`src/rtl/aes_coproc_responder.sv`:
```
// AES custom-instruction responder: decodes request strobes, runs one AES step
// on an internal STATE/KEY pair and drives the matching done strobes.
//
// Ports:
//   clk, res          clock, async active-high reset
//   *_e               ten request strobes from the core
//   aes_store, s1     store payload and target select (s1[0]: 0=STATE 1=KEY)
//   *_done            one per request, low stalls the core
//   aes_load          registered copy of STATE from the last Load
//
// The forward and inverse S-boxes are computed arithmetically (GF(2^8)
// inversion plus affine map), so no ROM image file has to be loaded.
module aes_coproc_responder (
    input  logic         clk,
    input  logic         res,
    input  logic         Store_AES_e,
    input  logic         Load_AES_e,
    input  logic         EN_Addround_e,
    input  logic         EN_shiftrows_e,
    input  logic         EN_SubBytes_e,
    input  logic         EN_SubMix_e,
    input  logic         DE_Addround_e,
    input  logic         DE_shiftrows_e,
    input  logic         DE_SubBytes_e,
    input  logic         DE_SubMix_e,
    input  logic [127:0] aes_store,
    input  logic [31:0]  s1,
    output logic         Store_AES_done,
    output logic         Load_AES_done,
    output logic         EN_Addround_done,
    output logic         EN_shiftrows_done,
    output logic         EN_SubBytes_done,
    output logic         EN_SubMix_done,
    output logic         DE_Addround_done,
    output logic         DE_shiftrows_done,
    output logic         DE_SubBytes_done,
    output logic         DE_SubMix_done,
    output logic [127:0] aes_load
);

    typedef enum logic [1:0] {
        ST_IDLE,
        ST_BUSY,
        ST_DONE
    } fsm_t;

    typedef enum logic [3:0] {
        OP_STORE,
        OP_LOAD,
        OP_EN_ADD,
        OP_DE_ADD,
        OP_EN_SR,
        OP_DE_SR,
        OP_EN_SB,
        OP_DE_SB,
        OP_EN_SM,
        OP_DE_SM
    } op_t;

    function automatic logic [7:0] f_xtime(input logic [7:0] a);
        return {a[6:0], 1'b0} ^ (a[7] ? 8'h1b : 8'h00);
    endfunction

    function automatic logic [7:0] f_gmul(input logic [7:0] a,
                                          input logic [7:0] b);
        logic [7:0] p;
        logic [7:0] x;
        p = 8'h00;
        x = a;
        for (int k = 0; k < 8; k++) begin
            if (b[k]) p = p ^ x;
            x = f_xtime(x);
        end
        return p;
    endfunction

    // a^254 is the multiplicative inverse, and maps 0 to 0 as AES wants
    function automatic logic [7:0] f_ginv(input logic [7:0] a);
        logic [7:0] sq;
        logic [7:0] acc;
        sq  = f_gmul(a, a);
        acc = sq;
        for (int k = 0; k < 6; k++) begin
            sq  = f_gmul(sq, sq);
            acc = f_gmul(acc, sq);
        end
        return acc;
    endfunction

    function automatic logic [7:0] f_rotl(input logic [7:0] b,
                                          input int n);
        logic [15:0] t;
        t = {b, b} << n;
        return t[15:8];
    endfunction

    function automatic logic [7:0] f_aff(input logic [7:0] b);
        return b ^ f_rotl(b, 1) ^ f_rotl(b, 2) ^ f_rotl(b, 3)
                 ^ f_rotl(b, 4) ^ 8'h63;
    endfunction

    function automatic logic [7:0] f_iaff(input logic [7:0] b);
        return f_rotl(b, 1) ^ f_rotl(b, 3) ^ f_rotl(b, 6) ^ 8'h05;
    endfunction

    function automatic logic [127:0] f_shift(input logic [127:0] s,
                                             input logic inv);
        logic [127:0] o;
        int src;
        o = s;
        for (int r = 0; r < 4; r++) begin
            for (int c = 0; c < 4; c++) begin
                src = inv ? ((c - r + 4) % 4) : ((c + r) % 4);
                o[127-8*(r+4*c) -: 8] = s[127-8*(r+4*src) -: 8];
            end
        end
        return o;
    endfunction

    function automatic logic [31:0] f_mix(input logic [31:0] c,
                                          input logic inv);
        logic [7:0] a0, a1, a2, a3;
        logic [7:0] b0, b1, b2, b3;
        a0 = c[31:24];
        a1 = c[23:16];
        a2 = c[15:8];
        a3 = c[7:0];
        if (inv) begin
            b0 = f_gmul(a0, 8'h0e) ^ f_gmul(a1, 8'h0b)
               ^ f_gmul(a2, 8'h0d) ^ f_gmul(a3, 8'h09);
            b1 = f_gmul(a0, 8'h09) ^ f_gmul(a1, 8'h0e)
               ^ f_gmul(a2, 8'h0b) ^ f_gmul(a3, 8'h0d);
            b2 = f_gmul(a0, 8'h0d) ^ f_gmul(a1, 8'h09)
               ^ f_gmul(a2, 8'h0e) ^ f_gmul(a3, 8'h0b);
            b3 = f_gmul(a0, 8'h0b) ^ f_gmul(a1, 8'h0d)
               ^ f_gmul(a2, 8'h09) ^ f_gmul(a3, 8'h0e);
        end else begin
            b0 = f_xtime(a0) ^ f_xtime(a1) ^ a1 ^ a2 ^ a3;
            b1 = a0 ^ f_xtime(a1) ^ f_xtime(a2) ^ a2 ^ a3;
            b2 = a0 ^ a1 ^ f_xtime(a2) ^ f_xtime(a3) ^ a3;
            b3 = f_xtime(a0) ^ a0 ^ a1 ^ a2 ^ f_xtime(a3);
        end
        return {b0, b1, b2, b3};
    endfunction

    fsm_t         r_fsm, w_fsm_nxt;
    op_t          r_op, w_op_nxt;
    op_t          w_sel;
    logic         w_any;
    logic [127:0] r_state, w_state_nxt;
    logic [127:0] r_key, w_key_nxt;
    logic [127:0] r_load, w_load_nxt;
    logic [3:0]   r_byte, w_byte_nxt;
    logic [1:0]   r_col, w_col_nxt;
    logic         r_mix, w_mix_nxt;
    logic [6:0]   w_bbase;
    logic [6:0]   w_cbase;
    logic         w_fwd;
    logic [7:0]   w_sb_in;
    logic [7:0]   w_ginv;
    logic [7:0]   w_sb_out;
    logic [31:0]  w_mix_out;
    logic         w_fin;
    logic         w_unused;

    assign w_unused = &{1'b0, s1[31:1]};

    // Highest-priority pending request
    always_comb begin
        w_any = 1'b1;
        w_sel = OP_STORE;
        if (Store_AES_e)         w_sel = OP_STORE;
        else if (Load_AES_e)     w_sel = OP_LOAD;
        else if (EN_Addround_e)  w_sel = OP_EN_ADD;
        else if (DE_Addround_e)  w_sel = OP_DE_ADD;
        else if (EN_shiftrows_e) w_sel = OP_EN_SR;
        else if (DE_shiftrows_e) w_sel = OP_DE_SR;
        else if (EN_SubBytes_e)  w_sel = OP_EN_SB;
        else if (DE_SubBytes_e)  w_sel = OP_DE_SB;
        else if (EN_SubMix_e)    w_sel = OP_EN_SM;
        else if (DE_SubMix_e)    w_sel = OP_DE_SM;
        else                     w_any = 1'b0;
    end

    // One shared inverter serves both S-box directions
    assign w_bbase   = 7'd127 - {r_byte, 3'b000};
    assign w_cbase   = 7'd127 - {r_col, 5'b00000};
    assign w_fwd     = (r_op == OP_EN_SB) || (r_op == OP_EN_SM);
    assign w_sb_in   = r_state[w_bbase -: 8];
    assign w_ginv    = f_ginv(w_fwd ? w_sb_in : f_iaff(w_sb_in));
    assign w_sb_out  = w_fwd ? f_aff(w_ginv) : w_ginv;
    assign w_mix_out = f_mix(r_state[w_cbase -: 32], r_op == OP_DE_SM);

    always_comb begin
        w_fsm_nxt   = r_fsm;
        w_op_nxt    = r_op;
        w_state_nxt = r_state;
        w_key_nxt   = r_key;
        w_load_nxt  = r_load;
        w_byte_nxt  = r_byte;
        w_col_nxt   = r_col;
        w_mix_nxt   = r_mix;
        unique case (r_fsm)
            ST_IDLE: begin
                if (w_any) begin
                    w_op_nxt  = w_sel;
                    w_fsm_nxt = ST_DONE;
                    unique case (w_sel)
                        OP_STORE: begin
                            if (s1[0]) w_key_nxt   = aes_store;
                            else       w_state_nxt = aes_store;
                        end
                        OP_LOAD:   w_load_nxt  = r_state;
                        OP_EN_ADD,
                        OP_DE_ADD: w_state_nxt = r_state ^ r_key;
                        OP_EN_SR:  w_state_nxt = f_shift(r_state, 1'b0);
                        OP_DE_SR:  w_state_nxt = f_shift(r_state, 1'b1);
                        default: begin
                            w_fsm_nxt  = ST_BUSY;
                            w_byte_nxt = 4'd0;
                            w_col_nxt  = 2'd0;
                            // InvSubMix starts with the column pass
                            w_mix_nxt  = (w_sel == OP_DE_SM);
                        end
                    endcase
                end
            end
            ST_BUSY: begin
                if (r_mix) begin
                    w_state_nxt[w_cbase -: 32] = w_mix_out;
                    if (r_col == 2'd3) begin
                        w_col_nxt = 2'd0;
                        if (r_op == OP_DE_SM) begin
                            w_mix_nxt  = 1'b0;
                            w_byte_nxt = 4'd0;
                        end else begin
                            w_fsm_nxt = ST_DONE;
                        end
                    end else begin
                        w_col_nxt = r_col + 2'd1;
                    end
                end else begin
                    w_state_nxt[w_bbase -: 8] = w_sb_out;
                    if (r_byte == 4'd15) begin
                        w_byte_nxt = 4'd0;
                        if (r_op == OP_EN_SM) begin
                            w_mix_nxt = 1'b1;
                            w_col_nxt = 2'd0;
                        end else begin
                            w_fsm_nxt = ST_DONE;
                        end
                    end else begin
                        w_byte_nxt = r_byte + 4'd1;
                    end
                end
            end
            ST_DONE: w_fsm_nxt = ST_IDLE;
            default: w_fsm_nxt = ST_IDLE;
        endcase
    end

    always_ff @(posedge clk or posedge res) begin
        if (res) begin
            r_fsm <= ST_IDLE;
            r_op  <= OP_STORE;
        end else begin
            r_fsm <= w_fsm_nxt;
            r_op  <= w_op_nxt;
        end
    end

    always_ff @(posedge clk or posedge res) begin
        if (res) begin
            r_state <= '0;
            r_key   <= '0;
            r_load  <= '0;
            r_byte  <= '0;
            r_col   <= '0;
            r_mix   <= 1'b0;
        end else begin
            r_state <= w_state_nxt;
            r_key   <= w_key_nxt;
            r_load  <= w_load_nxt;
            r_byte  <= w_byte_nxt;
            r_col   <= w_col_nxt;
            r_mix   <= w_mix_nxt;
        end
    end

    assign w_fin    = (r_fsm == ST_DONE);
    assign aes_load = r_load;

    assign Store_AES_done    = !(Store_AES_e    && !(w_fin && r_op == OP_STORE));
    assign Load_AES_done     = !(Load_AES_e     && !(w_fin && r_op == OP_LOAD));
    assign EN_Addround_done  = !(EN_Addround_e  && !(w_fin && r_op == OP_EN_ADD));
    assign DE_Addround_done  = !(DE_Addround_e  && !(w_fin && r_op == OP_DE_ADD));
    assign EN_shiftrows_done = !(EN_shiftrows_e && !(w_fin && r_op == OP_EN_SR));
    assign DE_shiftrows_done = !(DE_shiftrows_e && !(w_fin && r_op == OP_DE_SR));
    assign EN_SubBytes_done  = !(EN_SubBytes_e  && !(w_fin && r_op == OP_EN_SB));
    assign DE_SubBytes_done  = !(DE_SubBytes_e  && !(w_fin && r_op == OP_DE_SB));
    assign EN_SubMix_done    = !(EN_SubMix_e    && !(w_fin && r_op == OP_EN_SM));
    assign DE_SubMix_done    = !(DE_SubMix_e    && !(w_fin && r_op == OP_DE_SM));

endmodule

```
`config.mk`:
```
export PLATFORM = sky130hd
export DESIGN_NAME = aes_coproc_responder
export DESIGN_NICKNAME = d
export VERILOG_FILES = /design/src/rtl/aes_coproc_responder.sv
export SDC_FILE = /design/constraint.sdc
export NUM_CORES = 2
export LEC_CHECK = 0
export BUFFER_PORTS_ARGS = -buffer_cell sky130_fd_sc_hd__buf_2
export CAP_MARGIN = 20
export CORE_MARGIN = 1
export CORE_UTILIZATION = 40
export DETAILED_ROUTE_END_ITERATION = 10
export GPL_TIMING_DRIVEN = 0
export PLACE_DENSITY = 0.59
export SLEW_MARGIN = 20
export SYNTH_ARGS = -nofsm -noshare
export SYNTH_HDL_FRONTEND = slang
export SYNTH_SLANG_ARGS = --single-unit
```
`constraint.sdc`:
```
create_clock -name clk -period 45.3 [get_ports clk]
set_input_delay 9.06 -clock clk [delete_from_list [all_inputs] [get_ports clk]]
set_output_delay 9.06 -clock clk [all_outputs]
set_load 0.05 [all_outputs]
```
==> After elaboration in Yosys (flattened, before gate mapping) <==
Cells that the tools add are included.
{ "classes": {"n_reduce_logical": 56, "eq_ne": 32, "n_addsub": 6, "bitwise_logic": 252, "shifts": 6, "n_mux": 299} }
{ "ops": {"columns": ["cell", "n"], "rows": [
  ["$xor 8x8->8", 153],
  ["$mux 8", 146],
  ["$xor 8x5->8", 96],
  ["$pmux 128 s4", 1],
  ["$mux 5", 96],
  ["$mux 128", 3],
  ["$bwmux 128", 2],
  ["$pmux 128 s2", 1],
  ["$shift 32x9->159 const A", 1],
  ["$shiftx 159x8->32", 1],
  ["$shiftx 32x9->159", 1],
  ["$shift 8x9->135 const A", 1],
  ["$shiftx 135x8->8", 1],
  ["$shiftx 8x9->135", 1],
  ["$xor 128x128->128", 1],
  ["$mux 4", 16],
  ["$mux 2", 13],
  ["$eq 4x3->1 const B", 6],
  ["$ne 3x3->1 const B", 7],
  ["$logic_and 1x1->1", 20],
  ["$logic_not 1->1", 20],
  ["$neg 7->9", 2],
  ["$mux 1", 17],
  ["$eq 4x2->1 const B", 4],
  ["26 further kinds", 41]
]} }
{ "totals": {"inputBits": 172, "wordCells": 660, "out_inout_bits": 138, "ff_bits": 397} }

==> Depth between registers and ports, before layout <==
{ "logic_depth": {"word_depth": 143, "mapped_depth": 75} }

==> Worst setup path before layout <==
No wires, ideal clock.
{ "synth_path": {"path_kind": "input to output", "startpoint": "in DE_Addround_e", "endpoint": "out DE_Addround_done", "t_arrival_ns": 9.573, "required_time_ns": 36.240, "path_slack_ns": 26.667, "path_buffers": 0, "cell_stages": 1, "cell_sequence": "o21ai_0"} }
{ "synth_between": {"elab_chain_len": 2} }
{ "synth_lines": {"columns": ["item", "line", "source"], "rows": [
  ["start, declared", "22", "input logic DE_Addround_e,"],
  ["$logic_and 1x1->1", "296", "assign DE_Addround_done = !(DE_Addround_e && !(w_fin && r_op == OP_DE_ADD));"],
  ["$logic_not 1->1", "296", null],
  ["end, declared", "34", "output logic DE_Addround_done,"]
]} }
No other way between the ends.

==> Final worst setup path <==
{ "layout_path": {"startpoint": "reg r_byte[1]", "endpoint": "reg r_state[43]"} }
{ "layout_between": {"elab_chain_len": 140, "elab_cells_between_ends": 381, "cone_classes": "add/sub: 2; shift: 3; mux: 193; bitwise: 183"} }
{ "layout_lines": {"columns": ["item", "line", "source"], "rows": [
  ["start, declared", "153", "logic [3:0] r_byte, w_byte_nxt;"],
  ["start signal, assigned", "284", "r_byte <= w_byte_nxt;"],
  ["$sub 7x7->7 (*)", "186", "assign w_bbase = 7'd127 - {r_byte, 3'b000};"],
  ["$shiftx 135x8->8", "189", "assign w_sb_in = r_state[w_bbase -: 8];"],
  ["$xor 8x8->8 (2 in series)", "103", "return f_rotl(b, 1) ^ f_rotl(b, 3) ^ f_rotl(b, 6) ^ 8'h05;"],
  ["$not 2->2 (no line)", null, null],
  ["$mux 8", "190", "assign w_ginv = f_ginv(w_fwd ? w_sb_in : f_iaff(w_sb_in));"],
  ["$mux 8", "71", "if (b[k]) p = p ^ x;"],
  ["$xor 8x8->8", "71", null],
  ["$mux 8", "71", null],
  ["[... 121 more ...]", null, null],
  ["$xor 8x8->8 (3 in series)", "98", "return b ^ f_rotl(b, 1) ^ f_rotl(b, 2) ^ f_rotl(b, 3)"],
  ["$xor 8x8->8", "99", "^ f_rotl(b, 4) ^ 8'h63;"],
  ["$not 4->4 (no line)", null, null],
  ["$mux 8", "191", "assign w_sb_out = w_fwd ? f_aff(w_ginv) : w_ginv;"],
  ["$shiftx 8x9->135", "243", "w_state_nxt[w_bbase -: 8] = w_sb_out;"],
  ["$bwmux 128 (*)", "243", null],
  ["$mux 128 (*)", "229", "if (r_mix) begin"],
  ["$pmux 128 s2 (*)", "203", "unique case (r_fsm)"],
  ["end signal, assigned", "281", "r_state <= w_state_nxt;"],
  ["end, declared", "150", "logic [127:0] r_state, w_state_nxt;"]
]} }
Mark *: on every way between the ends. The rest lies on a longest branch, timed or not.
A chain may end at the register's enable or synchronous reset.

==> impl_metrics.json <==
{
  "outcome": "complete, no violations",
  "drv_cap": 0,
  "grt_first_pass_wirelength_um": 248000,
  "avgSynthCellArea_um2": 9.05,
  "synthArstFlopShare_pct": 100,
  "cts_buffers": 41,
  "nets": 4981,
  "path_clk_slew_ns": 0.07,
  "path_delay_family": "compound AO/OA/AOI/OAI gates",
  "use_met3_pct": 7.07,
  "grt_use_total_pct": 32.2,
  "final_hold_viol_count": 0,
  "final_max_slew_viol_count": 0,
  "multi_input_area_um2": 29100,
  "drt_iter0_markers": 4633,
  "clock_path_buffers": 3,
  "htree_levels": 2,
  "synth-main-ff-cell": "dfrtp_1",
  "grt.overflow.total": 0,
  "netlist_instances": 4460,
  "clock_latency_ns": 0.58,
  "worst_ep_required_time_ns": 45.69,
  "use_met1_pct": 41.9,
  "core_area_um2": 100000,
  "worstSetupPathType": "reg2reg",
  "drtPass1Iterations": 7,
  "worstSetupStartpointType": "register",
  "cp_data_arrival_time_ns": 24.98,
  "grt_use_met2_pct": 50.0,
  "vias": 38407,
  "maxSlewHeadroom_pct": 10.5,
  "die_area_um2": 102000,
  "post-cts-setup-buffer-count": 0,
  "hpwlAfterDp_um": 130000,
  "rows": 116,
  "pin_count": 310,
  "wl_um": 169000,
  "die_w_um": 320,
  "r2r-end": "r_state[43]",
  "synthToLayoutAreaGrowth_pct": 11.7,
  "slowest_stage": "clkbuf_1",
  "layout_common_cells": "661 x xnor2_1, 467 x nor2_1, 397 x dfrtp_1",
  "cts_tree": "built",
  "cts_hold_buf": 0,
  "reg2reg_slack_ns": 20.71,
  "cpPeakStageDelay_ns": 0.93,
  "holdPathEnd": "aes_load[61]",
  "crit_path_max_fanout": 10,
  "fillers": 9834,
  "regArea_um2": 9930,
  "seq_area_frac_synth_pct": 24.6,
  "layout-drive-gt1-share_pct": 17.6,
  "antenna_found_initial": 7,
  "synthesis.nets": 4649,
  "gr-max-usage-layer": "met2",
  "layout_commonest_cell": "xnor2_1",
  "setup_viol": 0,
  "post-route-drc-count": 0,
  "whs_path_depth": 1,
  "finalCriticalPeriod_ns": 24.59,
  "io_buffers": 278,
  "path_buf_inv": 15,
  "ctsResizeCount": 0,
  "fp.dieH_um": 320,
  "min_from": "aes_load[61]",
  "crit_path_frequent_cell": "clkbuf_1",
  "max_freq_mhz": 40.7,
  "synth_edf_count": 0,
  "hold_path.class": "reg2reg",
  "wire_per_inst_um": 27.6,
  "synth_area_um2": 40400,
  "grt_pass1_vias": 36494,
  "avgViaCountPerCell": 6.27,
  "fin_worst_skew_ns": 0.0244,
  "worstMarginPinSlew_ns": 1.34,
  "initial_core_util_pct": 40.4,
  "fin_crit_sh_pct": 54.3,
  "grt_max_degree": 104,
  "crit_path_end_kind": "register",
  "ys_ff_latch": 397,
  "yosysWarningCount": 0,
  "yosysUniqueCellTypes": 108,
  "rr_startpoint": "r_byte[1]",
  "gp_congestion": 1.07,
  "rsz0062_at_grt": "false",
  "cts_root_buf": "clkbuf_16",
  "r2r.worst_path.cells": 72,
  "ant_nets": 0,
  "fin_tns_setup_ns": 0,
  "cts_sinks": 397
}
worst reg2reg max path, delay by kind of cell (launching register included):
kind / cells / cell delay [ns]
compound gates: 25 / 7.92
xor+xnor: 14 / 6.10
buf+inv: 15 / 5.44
simple gates: 14 / 3.13
fa+ha+maj: 3 / 1.02
flops: 1 / 0.42
mux: 1 / 0.34
state kept, by name (all words and copies together), names as in the netlist:
| register | count |
|---|---|
| r_fsm | 2 |
| r_state | 128 |
| r_key | 128 |
| r_mix | 1 |
| r_byte | 4 |
| aes_load | 128 |
| r_col | 2 |
| r_op | 4 |
cells in the mapped netlist, types with 81 or more instances:
cell type,count,area share [%]
nor2_1,468,4.4
clkbuf_1,245,2.3
xnor3_1,106,5.9
nand2_1,317,2.9
nor3_1,81,1.0
nand3_1,125,1.5
mux2_2,270,7.5
a21oi_1,174,2.2
o21ai_0,306,3.8
xnor2_1,672,15
dfrtp_1,397,25
xor2_1,183,4.0
a221oi_1,109,2.4
worst max path at each step:
stage	start	to	slack, ns	cells past startpoint
after detailed placement	r_byte[1]	r_state[59]	21.53	71
final	r_byte[1]	r_state[43]	20.71	72
after global routing	r_byte[1]	r_state[91]	19.43	71
after CTS	r_byte[1]	r_state[43]	21.44	71
after global placement	res	aes_load[98]	20.08	2
after floorplan	res	aes_load[0]	25.20	1
metal layers:
layer / wire [um] / share of wire (%)
met2: 74200 / 44
met3: 16800 / 9.9
met1: 67400 / 40
met4: 10300 / 6.1
met5: 73 / 0.043
final cells by class:
type                    instances  share of cell area, %
flip-flops and latches        397                   22.0
clock buffers                  62                   2.72
plain buffers                 318                   2.88
multi-input cells            3711                   64.6
well taps                    1298                   3.60
diodes                          2                 0.0111
clock inverters                12                  0.444
inverters                      34                  0.300
repair buffers                289                   3.46
cell families after synthesis:
logic type                 count (synthesis)  share of synthesized area [%]
adders and majority gates                 17                          0.527
DFF                                      397                           24.6
muxes                                    404                           12.9
xor gates and xnor gates                1022                           27.6
and+or+nand+nor                         1185                           13.0
AOI/OAI and AO/OA                       1083                           17.9
buffers and inverters                    352                           3.52
per-stage QoR:
step	instance area (um^2)	cells	worst slack (ns)	hold WS, ns	utilization (%)
3_3_place_gp	43400	6036	20.08	0.483	43.4
2_1_floorplan	40400	4460	25.20	0.490	-
5_1_grt	45100	6121	19.43	0.509	45.1
3_5_place_dp	43700	6047	21.53	0.487	43.7
4_1_cts	45100	6121	21.44	0.501	45.1
6_report	45100	6123	20.71	0.498	45.1
Power is not shown: default switching activity piles up to over one toggle a cycle in this logic, so the estimate is an artifact.
